$ cat src/rtl/icache_direct.sv
// Direct-mapped, one-word-per-block instruction cache.
// A hit answers in the request cycle. A miss runs a single-request fill, which
// can also forward the returning word to the fetch port in its completion cycle.
module icache_direct #(
  parameter int SETS = 16,
  parameter int CNTW = 32
) (
  input  logic            CLK,
  input  logic            nRST,
  input  logic            imemREN,
  input  logic [31:0]     imemaddr,
  output logic            ihit,
  output logic [31:0]     imemload,
  input  logic            flush,
  output logic            iREN,
  output logic [31:0]     iaddr,
  input  logic            iwait,
  input  logic [31:0]     iload,
  output logic [CNTW-1:0] hit_count,
  output logic [CNTW-1:0] miss_count
);

  localparam int IDXW = $clog2(SETS);
  localparam int TAGW = 30 - IDXW;

  typedef enum logic [0:0] {ST_IDLE = 1'b0, ST_FILL = 1'b1} state_t;

  state_t              r_state;
  state_t              w_next_state;
  logic [31:0]         r_fill_addr;
  logic                r_flush_pend;
  logic [SETS-1:0]     r_valid;
  logic [TAGW-1:0]     r_tag  [SETS];
  logic [31:0]         r_data [SETS];
  logic [CNTW-1:0]     r_hit_count;
  logic [CNTW-1:0]     r_miss_count;

  logic [IDXW-1:0]     w_idx;
  logic [TAGW-1:0]     w_tag;
  logic [IDXW-1:0]     w_fill_idx;
  logic                w_hit;
  logic                w_miss;
  logic                w_start_fill;
  logic                w_count_hit;
  logic                w_write_line;
  logic                w_unused_low_bits;

  // Byte offset bits of the fetch address carry no information for a word cache.
  assign w_unused_low_bits = ^imemaddr[1:0];

  assign w_idx      = imemaddr[IDXW+1:2];
  assign w_tag      = imemaddr[31:IDXW+2];
  assign w_fill_idx = r_fill_addr[IDXW+1:2];
  assign w_hit      = imemREN & r_valid[w_idx] & (r_tag[w_idx] == w_tag);
  assign w_miss     = imemREN & ~w_hit & ~flush;

  assign hit_count  = r_hit_count;
  assign miss_count = r_miss_count;

  // FSM state register; reset abandons any pending fill at once.
  always_ff @(posedge CLK or negedge nRST) begin
    if (!nRST) begin
      r_state <= ST_IDLE;
    end else begin
      r_state <= w_next_state;
    end
  end

  // Next-state logic: a miss opens a fill, an unstalled memory cycle closes it.
  always_comb begin
    w_next_state = r_state;
    case (r_state)
      ST_IDLE: begin
        if (w_miss) begin
          w_next_state = ST_FILL;
        end else begin
          w_next_state = ST_IDLE;
        end
      end
      ST_FILL: begin
        if (iwait) begin
          w_next_state = ST_FILL;
        end else begin
          w_next_state = ST_IDLE;
        end
      end
      default: w_next_state = ST_IDLE;
    endcase
  end

  // Output logic: fetch response, fill request and internal update strobes.
  always_comb begin
    ihit         = 1'b0;
    imemload     = 32'h0000_0000;
    iREN         = 1'b0;
    iaddr        = 32'h0000_0000;
    w_start_fill = 1'b0;
    w_count_hit  = 1'b0;
    w_write_line = 1'b0;
    case (r_state)
      ST_IDLE: begin
        if (w_hit && !flush) begin
          ihit        = 1'b1;
          imemload    = r_data[w_idx];
          w_count_hit = 1'b1;
        end else if (w_miss) begin
          w_start_fill = 1'b1;
        end else begin
          ihit = 1'b0;
        end
      end
      ST_FILL: begin
        iREN  = 1'b1;
        iaddr = r_fill_addr;
        if (!iwait) begin
          // A flush seen at any point of the fill leaves the line invalid.
          w_write_line = ~flush & ~r_flush_pend;
          if (imemREN && (imemaddr[31:2] == r_fill_addr[31:2])) begin
            ihit     = 1'b1;
            imemload = iload;
          end else begin
            ihit = 1'b0;
          end
        end else begin
          w_write_line = 1'b0;
        end
      end
      default: begin
        ihit = 1'b0;
      end
    endcase
  end

  // Fill address latch and flush memory for the fill in flight.
  always_ff @(posedge CLK or negedge nRST) begin
    if (!nRST) begin
      r_fill_addr  <= 32'h0000_0000;
      r_flush_pend <= 1'b0;
    end else begin
      if (w_start_fill) begin
        r_fill_addr <= {imemaddr[31:2], 2'b00};
      end
      if (r_state == ST_FILL) begin
        if (!iwait) begin
          r_flush_pend <= 1'b0;
        end else if (flush) begin
          r_flush_pend <= 1'b1;
        end
      end else begin
        r_flush_pend <= 1'b0;
      end
    end
  end

  // Valid bits: flush invalidates everything, a completed fill validates its set.
  always_ff @(posedge CLK or negedge nRST) begin
    if (!nRST) begin
      r_valid <= {SETS{1'b0}};
    end else if (flush) begin
      r_valid <= {SETS{1'b0}};
    end else if (w_write_line) begin
      r_valid[w_fill_idx] <= 1'b1;
    end
  end

  // Tag and data arrays; contents only matter where the valid bit is set.
  always_ff @(posedge CLK) begin
    if (w_write_line) begin
      r_tag[w_fill_idx]  <= r_fill_addr[31:IDXW+2];
      r_data[w_fill_idx] <= iload;
    end
  end

  // Performance counters for CPI measurement; both wrap naturally.
  always_ff @(posedge CLK or negedge nRST) begin
    if (!nRST) begin
      r_hit_count  <= {CNTW{1'b0}};
      r_miss_count <= {CNTW{1'b0}};
    end else begin
      if (w_count_hit) begin
        r_hit_count <= r_hit_count + {{(CNTW-1){1'b0}}, 1'b1};
      end
      if (w_start_fill) begin
        r_miss_count <= r_miss_count + {{(CNTW-1){1'b0}}, 1'b1};
      end
    end
  end

endmodule
$ cat config.mk
export PLATFORM = sky130hd
export DESIGN_NAME = icache_direct
export DESIGN_NICKNAME = d
export VERILOG_FILES = /design/src/rtl/icache_direct.sv
export SDC_FILE = /design/constraint.sdc
export NUM_CORES = 1
export LEC_CHECK = 0
export CAP_MARGIN = 10
export CORE_ASPECT_RATIO = 0.6
export CORE_MARGIN = 4
export CORE_UTILIZATION = 54
export CTS_CLUSTER_DIAMETER = 30
export DETAILED_ROUTE_END_ITERATION = 10
export GPL_TIMING_DRIVEN = 0
export MAX_ROUTING_LAYER = met4
export PLACE_DENSITY = 0.72
export SLEW_MARGIN = 20
export SYNTH_ARGS = -nofsm -noshare
export SYNTH_HDL_FRONTEND = slang
export SYNTH_SLANG_ARGS = --single-unit
$ cat constraint.sdc
create_clock -name CLK -period 5.7 [get_ports CLK]
set_input_delay 1.14 -clock CLK [delete_from_list [all_inputs] [get_ports CLK]]
set_output_delay 1.14 -clock CLK [all_outputs]
set_load 0.02 [all_outputs]
## Yosys cells after proc, flatten, opt, wreduce, memory -nomap -nowiden

Memories as Yosys holds them, arrays and structs flattened.
Index checks and enable logic that the tools add are counted.

- Register bits: 112
- RAM bits: 928
- Input port bits: 69
- Output and inout bits: 130
- Logic and storage cells: 60
- Memories: 2

Memories:

| memory | words | bits a word | read ports | clocked after Yosys merged registers in | wr ports | line | source |
|---|---|---|---|---|---|---|---|
| r_data | 16 | 32 | 1 | 0 | 1 | 34 | `logic [31:0] r_data [SETS];` |
| r_tag | 16 | 26 | 1 | 0 | 1 | 33 | `logic [TAGW-1:0] r_tag [SETS];` |

- Add/subtract/negate cells: 2
- $lt $le $gt $ge: 3
- Eq/ne operators: 3
- Muxes and demuxes: 29
- Bitwise gates (word level): 10
- Reduce and logical (&&, ||, !) cells: 5

Operator list:

| cell | count |
|---|---|
| 2-to-1 mux 32 bit | 4 |
| adder 32 x 1 -> 32 bit, second input constant | 2 |
| case mux 32 bit (2 select lines) | 1 |
| 2-to-1 mux 16 bit | 2 |
| equality test 30 bit | 1 |
| equality test 26 bit | 1 |
| 2-to-1 mux 1 bit | 18 |
| bitwise OR 16 bit | 1 |
| < comparator 4 x 5 -> 1 bit, second input constant | 2 |
| AND 1 bit | 5 |
| binary-select mux 1 bit (select 4 bit) | 1 |
| demux 1 bit (select 4 bit) | 1 |
| >= comparator 4 x 1 -> 1 bit, second input constant | 1 |
| inverter 1 bit | 4 |
| case mux 1 bit (2 select lines) | 2 |
| logical AND 1 bit | 3 |
| inequality test 3 bit, second input constant | 1 |
| nonzero test 2 bit | 1 |
| zero test 1 bit | 1 |

## Logic depth before layout (Yosys ltp)

Gate-level depths: netlist (run 1).

- Depth in word-level cells: 10
- Gate-level depth with buffers: 15
- Gate-level depth less buffers: 9

## Worst setup path before layout (run 1)

No wires, ideal clock.

- Path type: in2reg
- Start: input port flush
- End: memory r_data[0][0], enable pin
- Setup time: 0.548 ns
- Arrival time: 6.049 ns
- Data required time: 5.152 ns
- Slack: -0.896 ns
- Stages on the path: 5
- Buffers on the path: 1
- Cell sequence: clkbuf_1 -> nor4b_1 -> nor2b_1 -> nand2b_1 -> nor3_1

- Word-level cells in the longest chain between the ends: 6

RTL lines:

| element | line | source |
|---|---|---|
| from (decl) | 14 | `input logic flush,` |
| inverter 1 bit | 117 | `w_write_line = ~flush & ~r_flush_pend;` |
| AND 1 bit | 117 |  |
| 2-to-1 mux 1 bit | 115 | `if (!iwait) begin` |
| 2-to-1 mux 1 bit | 100 | `case (r_state)` |
| 2-to-1 mux 1 bit | 168 | `if (w_write_line) begin` |
| 2-to-1 mux 1 bit (implied by the code) | 170 | `r_data[w_fill_idx] <= iload;` |
| to (decl) | 34 |  |

Every way passes these cells.

## Worst setup path in the final report (run 1)

- Start: input port imemaddr[2]
- End: output port imemload[20]

- Word-level cells in the longest chain between the ends: 7
- Elaborated cells between the ends (all ways): 14
- Those cells by class: eq/ne: 2; mux: 6; bitwise: 2; reduce/logical: 2; memory: 2

RTL lines:

| element | line | source |
|---|---|---|
| from (decl) | 11 | `input logic [31:0] imemaddr,` |
| parallel branches: the longest is 6 deep, another holds memory read (16 x 26 bit) | n/a |  |
| case mux 32 bit (2 select lines) * | 100 |  |
| to (decl) | 13 | `output logic [31:0] imemload,` |

Every way passes the cells marked *. The select of a mux whose other input is x is not followed.

==> results.json, run 1 <==
{
  "portBuffers": 185,
  "max_stage_delay_ps": 590,
  "drt-total-wl_um": 116000,
  "drtIter0Drc": 3794,
  "root_buffer": "clkbuf_16",
  "cts.sinks": 1040,
  "worst-path-buf-inv": 9,
  "dpl.hpwl_um": 73500,
  "core-area_mm2": 0.0758,
  "synth_cells": 2016,
  "layout_setup_ws_ps": -160,
  "antenna_found_initial": 3,
  "tightest_slew_ps": 1080,
  "synth_flop_cell": "edfxtp_1",
  "wl_per_cell_um": 32.5,
  "cp-start-kind": "input pin",
  "synth_edf_count": 928,
  "numCtsBuffers": 140,
  "post-route-period-util_pct": 103,
  "place_ws_ps": -2110,
  "start_util_pct": 54.7,
  "syn_area_mm2": 0.0414,
  "yosys_warnings": 0,
  "num-nets-final": 2518,
  "max_freq_mhz": 171,
  "vias_per_cell": 6.56,
  "synth_area_per_cell_um2": 20.6,
  "layout_commonest_cell": "edfxtp_1",
  "grt_max_degree": 62,
  "critPathMostFrequentCell": "buf_12",
  "status": "finished, violations left",
  "reg2regPathDepth": 11,
  "relSlewSlack_pct": 28.0,
  "track_usage_pct": 29.7,
  "tns_ps": -2440,
  "dieArea_mm2": 0.0814,
  "power.density_mw_per_mm2": 368,
  "cpLargestDelayFamily": "buffers and inverters",
  "fill_cells": 4574,
  "peakVddDrop_mv": 0.319,
  "synth-seq-cells": 1040,
  "end_kind": "output port",
  "grt_pass1_vias": 23700,
  "htree_levels": 4,
  "globalRouteOverflowTotal": 0,
  "crit_arrival_ps": 4720,
  "chipWidth_um": 366,
  "cp_slowest_cell": "or4b_4",
  "holdCritPathClass": "in -> async",
  "syn2layout_area_growth_pct": 25.4,
  "path_max_fanout": 10,
  "synthArstFlopShare_pct": 10.8,
  "worst_clock_skew_ps": 32.5,
  "finish.utilization_pct": 68.6,
  "first_pass_iters": 6,
  "violations": "setup timing",
  "fin_cells": 3568,
  "clkTransAtPathRegs_ps": 50,
  "power_mw": 19.1,
  "pin_count": 199,
  "final_cell_mix": "edfxtp_1 (928), mux4_2 (255), clkdlybuf4s50_1 (150)",
  "rsz0062_at_grt": "yes",
  "clockBufferDepth": 3,
  "period_needed_ps": 5860,
  "yosys.cell_types.count": 65,
  "drive_gt1_share_pct": 31.7,
  "max_cap_violations": 0,
  "worst_skew_pair.late_latency_ps": 730,
  "hold_violations": 0,
  "tritoncts": "built",
  "vias": 23400,
  "rows": 78,
  "dp.cells": 3273,
  "yosysSeqAreaShare_pct": 74.0,
  "antenna_left": 0,
  "grt_pass1_wl_um": 167000,
  "fp.dieH_um": 223,
  "crit_chain": "buf_12 > buf_12 > buf_8 > buf_6 > buf_6 > mux2i_1 > mux2i_1 > xnor2_2 > nand2_1 > or4b_4 > nor4b_4 > buf_4 > buf_12 > buf_12 > a22o_1 > buf_6",
  "p_leak_nw": 17.7,
  "drc": 0,
  "path_class": "in -> out",
  "slew_violations": 0,
  "setup_viol": 25,
  "required_ps": 4560,
  "gp_congestion": 0.895,
  "cp_num_cells": 16
}
==> metrics by stage <==
step | cell area, um^2 | hold slack [ps]
floorplan | 41500 | 461
global placement | 44600 | 460
detailed placement | 46200 | 476
CTS | 51900 | 425
global route | 52000 | 457
finish | 52000 | 435
==> per-layer routing <==
metal | part of all wire, % | track usage (%)
met1 | 40 | 42.0
met2 | 46 | 41.9
met3 | 12 | 9.61
met4 | 2.6 | 8.54
met5 | 0 | -
==> cell usage after synthesis, types with 4 or more instances <==
master | n | area (um^2)
nor2_1 | 58 | 218
buf_1 | 27 | 101
and2_1 | 41 | 257
nand2_1 | 30 | 113
o22ai_1 | 4 | 25.0
mux2i_1 | 53 | 531
nor2b_1 | 6 | 37.5
nor3b_1 | 5 | 37.5
dfrtp_1 | 112 | 2800
mux4_2 | 255 | 5740
nand3_1 | 35 | 175
buf_4 | 14 | 105
xor2_1 | 43 | 377
buf_2 | 27 | 135
nand2b_1 | 6 | 37.5
a221oi_1 | 6 | 52.6
a21oi_1 | 7 | 35.0
and3_1 | 17 | 106
nor4_1 | 15 | 93.8
a22o_1 | 38 | 333
a211oi_1 | 5 | 37.5
xnor2_1 | 82 | 718
inv_1 | 8 | 30.0
nand4_1 | 33 | 206
edfxtp_1 | 928 | 27900
mux2_2 | 44 | 495
nor3_1 | 19 | 95.1
clkbuf_1 | 36 | 135
==> worst paths after layout <==
check | from | to | slack, ps
setup / recovery | imemaddr[2] | imemload[20] | -160
hold / removal | nRST | hit_count[7] | 440
setup reg to reg | r_tag[13][0] | r_fill_addr[9] | 1670
hold reg to reg | miss_count[31] | miss_count[31] | 490
max in group asynchronous | nRST | miss_count[4] | 4510
min in group CLK | miss_count[31] | miss_count[31] | 490
==> area by class of cell <==
type	count	area (um^2)	area share [%]
Antenna cell	4	10.0	0.0192
Clock buffer	155	3730	7.17
Sequential cell	1040	30700	59.0
Clock inverter	104	1120	2.16
Timing Repair Buffer	289	3650	7.02
Multi-Input combinational cell	861	10600	20.4
Buffer	106	918	1.77
Tap cell	1000	1250	2.41
Inverter	9	37.5	0.0722
==> state kept, by name, summed over array words and instances (netlist names) <==
register,flops
r_data,512
r_tag,416
hit_count,32
miss_count,32
r_fill_addr,30
r_valid,16
r_flush_pend,1
r_state,1
==> kinds of logic after synthesis <==
| family | Yosys count | synth area share [%] |
|---|---|---|
| xor gates and xnor gates | 125 | 2.64 |
| AOI/OAI and AO/OA | 93 | 1.86 |
| DFF | 1040 | 74.0 |
| adders and majority gates | 2 | 0.0604 |
| muxes | 353 | 16.4 |
| buffers and inverters | 116 | 1.31 |
| other | 1 | 0.00905 |
| and+or+nand+nor | 286 | 3.77 |
==> worst register-to-register path, cell delays in order (launching register included) <==
cell and delay, ps:
edfxtp_1 360, mux4_2 480, mux2i_1 270, mux2i_2 170
xnor2_2 200, buf_4 150, buf_4 140, nand4_1 130
nor4_1 100, a31oi_1 680, clkbuf_1 800, mux2_2 420
==> repair_timing <==
action / 4_1_cts / 5_1_grt
resized for setup: 353 / 43
setup endpoints to repair: 33 / 33
pin swaps: 31 / 15
gates cloned: 2 / 0
hold buffers: 0 / 0
setup buffers: 26 / 7
==> report_power, final <==
group          switching, mW  internal, mW
Combinational          0.729         0.545
Sequential             0.280          8.59
Clock                   3.42          5.55
No activity file was read; power rests on OpenSTA's default activity.
==> run 2: changes to the inputs <==
--- a/config.mk
+++ b/config.mk
@@ -14,6 +14,7 @@
 export GPL_TIMING_DRIVEN = 0
 export MAX_ROUTING_LAYER = met4
 export PLACE_DENSITY = 0.72
+export REMOVE_ABC_BUFFERS = 1
 export SLEW_MARGIN = 20
 export SYNTH_ARGS = -nofsm -noshare
 export SYNTH_HDL_FRONTEND = slang
==> run 2 against run 1 <==
  * The flow still finishes with violations (setup timing)
  * Cell area is 0.57% higher
  * Worst hold slack worse by 110 ps
  * Power is 1.6% lower
  * Clock power is 3.1% lower
  * Critical path type unchanged
  * Largest power group is now registers
==> results.json, run 2 (synthesis results as in run 1) <==
{
  "status": "finished, violations left",
  "violations": "setup timing",
  "worst-path-buf-inv": 9,
  "tightest_slew_ps": 975,
  "power.density_mw_per_mm2": 360,
  "grt_pass1_vias": 23300,
  "max_freq_mhz": 165,
  "syn2layout_area_growth_pct": 26.2,
  "drc": 0,
  "worst_skew_pair.late_latency_ps": 740,
  "crit_arrival_ps": 4910,
  "root_buffer": "clkbuf_16",
  "layout_commonest_cell": "edfxtp_1",
  "dpl.hpwl_um": 63600,
  "rsz0062_at_grt": "yes",
  "slew_violations": 0,
  "reg_top3": "r_data x512, r_tag x416",
  "place_ws_ps": -2280,
  "gp_congestion": 0.860,
  "drtIter0Drc": 3008,
  "final_cell_mix": "edfxtp_1 (928), mux4_2 (255), clkdlybuf4s50_1 (156)",
  "chipWidth_um": 366,
  "core-area_mm2": 0.0758,
  "cts.sinks": 1040,
  "antenna_found_initial": 8,
  "track_usage_pct": 28.8,
  "fill_cells": 4404,
  "antenna_left": 0,
  "dieArea_mm2": 0.0814,
  "critPathMostFrequentCell": "buf_16",
  "required_ps": 4560,
  "relSlewSlack_pct": 35.0,
  "rows": 78,
  "portBuffers": 194,
  "fp.dieH_um": 223,
  "cpLargestDelayFamily": "buffers and inverters",
  "path_class": "in -> out",
  "num-nets-final": 2485,
  "finish.utilization_pct": 69.0,
  "clkTransAtPathRegs_ps": 50,
  "period_needed_ps": 6050,
  "htree_levels": 4,
  "grt_pass1_wl_um": 162000,
  "grt_max_degree": 80,
  "globalRouteOverflowTotal": 0,
  "tritoncts": "built",
  "end_kind": "output port",
  "clockBufferDepth": 3,
  "vias": 23000,
  "setup_viol": 33,
  "post-route-period-util_pct": 106,
  "start_util_pct": 54.7,
  "peakVddDrop_mv": 0.316,
  "p_leak_nw": 17.9,
  "pin_count": 199,
  "cp-start-kind": "input pin",
  "path_max_fanout": 7,
  "cp_slowest_cell": "or4_4",
  "vias_per_cell": 6.51,
  "hold_violations": 0,
  "max_stage_delay_ps": 570,
  "layout_setup_ws_ps": -346,
  "max_cap_violations": 0,
  "drive_gt1_share_pct": 31.2,
  "largest_register_ffs": 512,
  "holdCritPathClass": "in -> async",
  "top_register": "r_data",
  "first_pass_iters": 6,
  "wl_per_cell_um": 32.0,
  "drt-total-wl_um": 113000,
  "worst_clock_skew_ps": 37.0,
  "crit_chain": "buf_16 > buf_16 > buf_16 > buf_16 > buf_4 > mux4_2 > mux2i_2 > xor2_1 > a21oi_1 > a21o_4 > or4_4 > nor4b_4 > buf_6 > buf_12 > buf_12 > a22o_1 > buf_6",
  "numCtsBuffers": 139
}
-- run 2: per-stage QoR --
step                hold WS [ps]  std cells  instance area (um^2)  power [mW]  setup TNS, ps
global route                 332       3534                 52300        19.4         -12340
CTS                          292       3516                 52000        18.8          -8790
floorplan                    461       1910                 40900        9.45        -166920
global placement             458       3104                 44100        10.3       -6654720
detailed placement           473       3218                 46300        10.1        -125950
finish                       323       3534                 52300        18.8          -9710
-- run 2: final timing paths --
path / slack (ps) / cells past startpoint / to / start
hold reg to reg: 480 / 1 / miss_count[31] / miss_count[31]
max in group asynchronous: 4620 / 2 / miss_count[1] / nRST
setup / recovery: -350 / 17 / imemload[7] / imemaddr[2]
hold / removal: 320 / 1 / r_fill_addr[30] / nRST
min in group CLK: 480 / 1 / miss_count[31] / miss_count[31]
setup reg to reg: 1330 / 9 / hit_count[18] / r_tag[5][19]
-- run 2: layout make-up --
class / count / area [um^2] / share of cell area, %
diodes: 8 / 20.0 / 0.0383
well taps: 1000 / 1250 / 2.39
clock buffers: 161 / 3730 / 7.13
flip-flops and latches: 1040 / 30700 / 58.6
repair buffers: 363 / 4990 / 9.54
clock inverters: 92 / 935 / 1.79
inverters: 9 / 42.5 / 0.0813
multi-input cells: 861 / 10700 / 20.4
-- run 2: routing by layer --
layer	vias to the layer above	global-route usage (%)	wire [um]
met4	0	10.3	3240
li1	9156	-	-
met1	12100	38.9	43400
met5	-	-	0
met3	213	7.66	11700
met2	1492	42.8	54800
-- run 2: what timing repair did --
| action | in CTS | in global routing |
|---|---|---|
| setup buffers | 28 | 9 |
| endpoints found under the hold margin | 0 | 0 |
| endpoints found under the setup margin | 50 | 33 |
| pin swaps | 32 | 23 |
| resized for setup | 238 | 32 |
| hold buffers | 0 | 0 |
| gates cloned | 17 | 1 |
-- run 2: power by group --
group	internal (mW)	switching, mW
Clock	5.39	3.30
Combinational	0.581	0.664
Sequential	8.60	0.291
Total	14.6	4.25
